[src/rtl/mips_pkg.sv]
// Shared opcode/funct constants, ALU operation encodings and the decode-stage
// control bundle for the MIPS-subset core.
package mips_pkg;

    localparam logic [5:0] OP_RTYPE = 6'b000000;
    localparam logic [5:0] OP_ADDI  = 6'b001000;
    localparam logic [5:0] OP_BEQ   = 6'b000100;
    localparam logic [5:0] OP_J     = 6'b000010;
    localparam logic [5:0] OP_LB    = 6'b100000;
    localparam logic [5:0] OP_SB    = 6'b101000;

    localparam logic [5:0] F_ADD = 6'b100000;
    localparam logic [5:0] F_SUB = 6'b100010;
    localparam logic [5:0] F_AND = 6'b100100;
    localparam logic [5:0] F_OR  = 6'b100101;
    localparam logic [5:0] F_SLT = 6'b101010;

    typedef enum logic [2:0] {
        ALU_AND = 3'b000,
        ALU_OR  = 3'b001,
        ALU_ADD = 3'b010,
        ALU_SUB = 3'b110,
        ALU_SLT = 3'b111
    } alu_op_e;

    typedef struct packed {
        logic    branch;
        logic    jump;
        logic    regdst;
        logic    alusrc;
        logic    memwrite;
        logic    memread;
        logic    memtoreg;
        logic    regwrite;
        logic    flush;
        alu_op_e alucont;
    } ctrl_t;

    // The nop bundle doubles as the reset value of the control register.
    function automatic ctrl_t nop_ctrl();
        ctrl_t c;
        c         = '0;
        c.alucont = ALU_ADD;
        return c;
    endfunction

endpackage

[src/rtl/alu_decoder.sv]
// Maps an R-type funct field to an ALU operation; anything unrecognised
// falls back to add and is flagged so the main decoder can treat it as a nop.
module alu_decoder
    import mips_pkg::*;
(
    input  logic       rtype,
    input  logic [5:0] funct,
    output logic [2:0] alucont,
    output logic       funct_valid
);

    alu_op_e op_sel;

    always_comb begin
        op_sel      = ALU_ADD;
        funct_valid = 1'b0;
        if (rtype) begin
            funct_valid = 1'b1;
            case (funct)
                F_ADD:   op_sel = ALU_ADD;
                F_SUB:   op_sel = ALU_SUB;
                F_AND:   op_sel = ALU_AND;
                F_OR:    op_sel = ALU_OR;
                F_SLT:   op_sel = ALU_SLT;
                default: funct_valid = 1'b0;
            endcase
        end
    end

    assign alucont = op_sel;

endmodule

[src/rtl/controller.sv]
// Decode-stage main controller: decodes op/funct into the datapath control
// bundle and registers it so downstream sees one stable set per cycle.
module controller
    import mips_pkg::*;
(
    input  logic       clk,
    input  logic       reset,
    input  logic [5:0] op,
    input  logic [5:0] funct,
    output logic       branch,
    output logic       jump,
    output logic       regdst,
    output logic       alusrc,
    output logic       memwrite,
    output logic       memread,
    output logic       memtoreg,
    output logic       regwrite,
    output logic       flush,
    output logic [2:0] alucont
);

    logic [2:0] r_alucont;
    logic       r_valid;
    ctrl_t      ctrl_d;
    ctrl_t      ctrl_q;

    alu_decoder u_alu_decoder (
        .rtype       (op == OP_RTYPE),
        .funct       (funct),
        .alucont     (r_alucont),
        .funct_valid (r_valid)
    );

    always_comb begin
        ctrl_d = nop_ctrl();
        case (op)
            OP_RTYPE: begin
                if (r_valid) begin
                    ctrl_d.regdst   = 1'b1;
                    ctrl_d.regwrite = 1'b1;
                    ctrl_d.alucont  = alu_op_e'(r_alucont);
                end
            end
            OP_ADDI: begin
                ctrl_d.alusrc   = 1'b1;
                ctrl_d.regwrite = 1'b1;
            end
            OP_BEQ: begin
                ctrl_d.branch = 1'b1;
            end
            OP_J: begin
                ctrl_d.jump  = 1'b1;
                ctrl_d.flush = 1'b1;
            end
            OP_LB: begin
                ctrl_d.alusrc   = 1'b1;
                ctrl_d.memread  = 1'b1;
                ctrl_d.memtoreg = 1'b1;
                ctrl_d.regwrite = 1'b1;
            end
            OP_SB: begin
                ctrl_d.alusrc   = 1'b1;
                ctrl_d.memwrite = 1'b1;
            end
            default: ctrl_d = nop_ctrl();
        endcase
    end

    always_ff @(posedge clk) begin
        if (reset) begin
            ctrl_q <= nop_ctrl();
        end else begin
            ctrl_q <= ctrl_d;
        end
    end

    assign branch   = ctrl_q.branch;
    assign jump     = ctrl_q.jump;
    assign regdst   = ctrl_q.regdst;
    assign alusrc   = ctrl_q.alusrc;
    assign memwrite = ctrl_q.memwrite;
    assign memread  = ctrl_q.memread;
    assign memtoreg = ctrl_q.memtoreg;
    assign regwrite = ctrl_q.regwrite;
    assign flush    = ctrl_q.flush;
    assign alucont  = ctrl_q.alucont;

endmodule

[config.mk]
export PLATFORM = sky130hd
export DESIGN_NAME = controller
export DESIGN_NICKNAME = d
export VERILOG_FILES = /design/src/rtl/mips_pkg.sv /design/src/rtl/alu_decoder.sv /design/src/rtl/controller.sv
export SDC_FILE = /design/constraint.sdc
export NUM_CORES = 1
export LEC_CHECK = 0
export CAP_MARGIN = 40
export CORE_ASPECT_RATIO = 1.2
export CORE_MARGIN = 5
export CORE_UTILIZATION = 23
export CTS_BUF_LIST = sky130_fd_sc_hd__clkbuf_8
export CTS_CLUSTER_DIAMETER = 150
export DETAILED_ROUTE_END_ITERATION = 6
export HOLD_SLACK_MARGIN = 0.08
export PLACE_DENSITY_LB_ADDON = 0.3
export SLEW_MARGIN = 40
export SYNTH_ARGS = -nofsm -noshare
export SYNTH_HDL_FRONTEND = slang
export SYNTH_SLANG_ARGS = --single-unit
[constraint.sdc]
create_clock -name clk -period 1.3 [get_ports clk]
set_clock_uncertainty 0.05 [all_clocks]
set_input_delay 0.26 -clock clk [delete_from_list [all_inputs] [get_ports clk]]
set_output_delay 0.26 -clock clk [all_outputs]
set_load 0.02 [all_outputs]
* Word level (Yosys, flattened, before mapping)
Index checks and enable logic that the tools add are counted.
** Storage, ports and cells
- ROM bits :: 0
- Logic and storage cells :: 37
- Memories :: 0
- Bits in writable memories :: 0
- Bits in latches :: 0
- Register bits after elaboration :: 11
- Input port bits :: 14
** Operators by class
- Bitwise gates (word level) :: 2
- $mul :: 0
- Order comparisons :: 0
- Add/sub/neg operators :: 0
- Reduce and logical (&&, ||, !) cells :: 6
- Shift-type cells :: 0
- Divide/modulo/power cells :: 0
- Mux-type cells :: 10
- Equality and inequality tests :: 10
** Operators by type and width (count)
- $eq 6x6->1 const B :: 7
- $pmux 3 s4 :: 1
- $mux 1 :: 7
- $eq 6x2->1 const B :: 1
- $eq 6x3->1 const B :: 1
- $eq 6x4->1 const B :: 1
- $logic_not 6->1 :: 1
- $reduce_or 3->1 :: 2
- $reduce_or 5->1 :: 1
- $reduce_or 2->1 :: 2
- $mux 2 :: 1
- $not 1->1 :: 2
- $pmux 1 s2 :: 1

* Depth between registers and ports, before layout
- Depth in word-level cells :: 6
- Depth in mapped cells :: 3
- Gate-level depth less buffers :: 3

* Modules after synthesis
Synthesis repeated with hierarchy kept, for this count alone.
** Unflattened totals
- Cell total of the unflattened synthesis :: 43
- Area, all modules :: 431.7 um^2
** By module, submodules not included
- controller :: times used 1, area each 344.1 um^2, cells each 34
- alu_decoder :: times used 1, area each 87.6 um^2, cells each 9

* Worst setup path before layout
Ideal clock, no wire load.
- Kind :: input -> register
- From :: input op[2]
- To :: register ctrl_q (netlist bit alucont[1])
- Path slack :: 0.077 ns
- Required time :: 1.115 ns
- Stages :: 3
- Data arrival time :: 1.038 ns
- Cells stage by stage :: nor3_4 -> nand4_2 -> or4b_1
** Between the ends
- Longest elaborated chain between the ends :: 4
- Elaborated cells between the ends (all ways) :: 5
- Those cells by class :: 1 x mux; 2 x bitwise; 2 x reduce/logical
** Ends and longest elaborated chain
- start: declaration :: RTL line controller.sv:8 : input logic [5:0] op,
- $logic_not 6->1 (*) :: RTL line controller.sv:28, controller.sv:36
- $mux 1 :: RTL line alu_decoder.sv:17 : if (rtype) begin
- $not 1->1 (no source line)
- $reduce_or 3->1 (no source line) (*)
- end signal: assignment :: RTL line controller.sv:71 : ctrl_q <= nop_ctrl();
- end signal: assignment :: RTL line controller.sv:73 : ctrl_q <= ctrl_d;
- end: declaration :: RTL line controller.sv:25 : ctrl_t ctrl_q;
Mark *: on every way between the ends. The rest lies on a longest branch, timed or not.
A chain may end at the register's enable or synchronous reset.

* Final worst setup path
- From :: input reset
- To :: register ctrl_q (netlist bit alucont[1])
** Between the ends
- Longest elaborated chain between the ends :: 1
** Ends and longest elaborated chain
- start: declaration :: RTL line controller.sv:7 : input logic reset,
- $reduce_or 3->1 (no source line)
No other way between the ends.

==> flow_summary.ini <==
[critical_path]
crit_chain = clkdlybuf4s15_1 > nor3_4 > nand4_2 > or4b_1
required_ns = 1.35
crit_path_max_incr_delay_ns = 0.52
critPathCaptureType = flop
slowest_stage = or4b_1
cp.arrival_ns = 1.28
startpoint_type = primary input
path_class = primary input to flop
crit_path_max_fanout = 4

[clock_tree]
cts_sinks = 10
cts_tree = built
clk_pin_slew_ns = 0.04
cts_root_buffer = clkbuf_8
numCtsBuffers = 3
clockBufferDepth = 2
hold_buffers = 0
cts.htree.levels = 1

[routing]
routed_wl_um = 940
antenna_left = 0
dr.pass1.iters = 2
route.detailed.drc = 0
post_drt_wl_per_cell_um = 10.3
viasPerCell = 4.31
drt_iter0_drc = 1
via_count = 392

[power]
ir_drop_v = 0.000323
power.static_leakage_nw = 0.414
p_sw_mw = 0.140
combPwrFrac = 0.121
powerDensity_nw_per_um2 = 1010
clkPwrFrac = 0.476
power_frac_seq = 0.403
total_power_mw = 0.769
switching_share = 0.182
p_int_mw = 0.628

[timing]
setup_viol = 0
finalCritPeriodShare = 0.945
max_freq_mhz = 814
drv_slew = 0
rsz0062_at_grt = false
setup_tns_ns = 0
finalCriticalPeriod_ns = 1.23
worstMarginPinSlew_ns = 0.240
timing.slew.headroom = 0.839
hold_violations = 0

[finish]
layout.nets = 88
drive_above_1_share = 0.288
num_antenna_cells = 0
syn2layout_area_growth_pct = 95.8

[yosys]
synth_seq_cells = 10
ys_top_cells_by_area = dfxtp_1 (51%), nor2_1 (7.7%), nor3_4 (4.2%)
ys_seq_area_frac = 0.514
netlist_area_um2 = 389
post-synth-top-area-cell = dfxtp_1
syn_nets = 53
synthDistinctLibCells = 18
yosys_warnings = 0
syn_avg_cell_area_um2 = 9.98
netlist_instances = 39
synth_top_area_share = 0.514

[floorplanning]
io_pins = 26
die_area_um2 = 2620
core_um2 = 1620
rows = 16
initial_core_util = 0.240
die_x_um = 47.6
die_h_um = 55.1

[hold_path]
hold-path-cell-count = 4
worstHoldStart = op[2]
min_to = regwrite$_SDFF_PP0_
hold_class = primary input to flop

[run_status]
outcome = finished, final reports clean

[job]
cap_violations = 0

[place]
port_buffers = 25
gp_congestion = 0.573
dp_hpwl_um = 783

[global_routing]
grt_util_all_layers = 0.0743
overflow = 0
antenna_found_initial = 0
grt_pass1_vias = 352
grt_start_max_net_pins = 7
grt_first_pass_wirelength_um = 1350
==> layout make-up <==
type                    instances  area [µm²]
well taps                      18        22.5
fillers                       162         860
repair buffers                 32         293
flip-flops and latches         10         200
clock buffers                   4        55.1
multi-input cells              27         191
==> synth_stat cells <==
| cell type | number |
|---|---|
| a21oi_1 | 1 |
| a32oi_1 | 1 |
| and2b_2 | 1 |
| and3_2 | 1 |
| and4b_2 | 1 |
| buf_4 | 2 |
| dfxtp_1 | 10 |
| mux2i_1 | 1 |
| nand2_1 | 3 |
| nand2b_1 | 1 |
| nand3_1 | 2 |
| nand4_2 | 1 |
| nor2_1 | 8 |
| nor2b_1 | 1 |
| nor3_1 | 1 |
| nor3_4 | 1 |
| nor3b_1 | 2 |
| or4b_1 | 1 |
==> per-layer routing <==
layer  global-route usage  part of all wire  vias up
li1                     -                 -      201
met1               0.0681              0.35      178
met2                0.136              0.54       11
met3               0.0194             0.081        2
met4               0.0538             0.024        0
met5                    0                 0        -
==> sequential cells by signal, summed over array words and instances (netlist names) <==
name and cells:
alucont 3, alusrc 1, branch 1, flush 1, memread 1, memwrite 1
regdst 1, regwrite 1
==> through the flow <==
| stage | hold slack, ns | worst slack [ns] | utilization | cells | area, µm² |
|---|---|---|---|---|---|
| 2_1_floorplan | 0.286 | 0.0771 | - | 39 | 389 |
| 3_3_place_gp | 0.871 | -0.419 | 0.427 | 86 | 692 |
| 3_5_place_dp | 0.871 | -0.439 | 0.427 | 86 | 692 |
| 4_1_cts | 0.454 | -0.108 | 0.452 | 90 | 733 |
| 5_1_grt | 0.316 | 0.00563 | 0.470 | 91 | 762 |
| 6_report | 0.303 | 0.0714 | 0.470 | 91 | 762 |
==> how the worst max path moves through the flow <==
stage | startpoint | endpoint | slack [ns] | cells after the start
floorplan | op[2] | alucont[1]$_SDFF_PP1_ | 0.08 | 3
global placement | op[2] | alucont[1]$_SDFF_PP1_ | -0.42 | 4
detailed placement | op[2] | alucont[1]$_SDFF_PP1_ | -0.44 | 4
CTS | op[1] | alucont[1]$_SDFF_PP1_ | -0.11 | 4
global route | reset | alucont[1]$_SDFF_PP1_ | 0.006 | 4
finish | reset | alucont[1]$_SDFF_PP1_ | 0.07 | 4
==> critical path, delay by kind of cell <==
| kind | cells | cell delay (ns) |
|---|---|---|
| buffers and inverters | 1 | 0.21 |
| and+or+nand+nor | 3 | 0.81 |
==> layout by cell type (no fill, tap or decap) <==
master | Yosys | layout
dlygate4sd2_1 | 0 | 12
and2b_2 | 1 | 1
or4b_1 | 1 | 1
clkdlybuf4s15_1 | 0 | 1
nor2_1 | 8 | 6
nor2b_4 | 0 | 1
clkdlybuf4s50_1 | 0 | 4
nor2_4 | 0 | 1
nand3_1 | 2 | 2
a32oi_1 | 1 | 1
dlymetal6s2s_1 | 0 | 6
nand4_2 | 1 | 1
nand2_1 | 3 | 3
mux2i_1 | 1 | 1
dfxtp_1 | 10 | 10
nor3_1 | 1 | 1
clkbuf_8 | 0 | 4
nand2b_1 | 1 | 1
a21oi_1 | 1 | 1
and3_2 | 1 | 1
buf_4 | 2 | 7
nor2_2 | 0 | 1
nor3b_1 | 2 | 2
nor3_4 | 1 | 1
and4b_2 | 1 | 1
clkbuf_2 | 0 | 2
==> cells by family (layout without fill, tap and decap cells) <==
kind of cell    after synthesis  after routing  share of synthesized area
simple gates                 24             24                      0.386
flops                        10             10                      0.514
compound gates                2              2                     0.0354
buf+inv                       2             36                     0.0386
mux                           1              1                     0.0257
==> power by group through the flow <==
stage | sequential (mW) | clock (mW) | combinational (mW)
after detailed placement | 0.315 | 0 | 0.0920
final | 0.310 | 0.366 | 0.0928
after floorplan | 0.317 | 0 | 0.0220
after global placement | 0.315 | 0 | 0.0904
after CTS | 0.310 | 0.372 | 0.0892
after global routing | 0.309 | 0.397 | 0.100
==> repair_timing <==
item | in CTS | in global routing
gates cloned | 0 | 0
resized for setup | 17 | 14
buffers inserted | 0 | 1
pin swaps | 1 | 5
setup endpoints to repair | 14 | 2
Power figures use the tool's default switching activity.
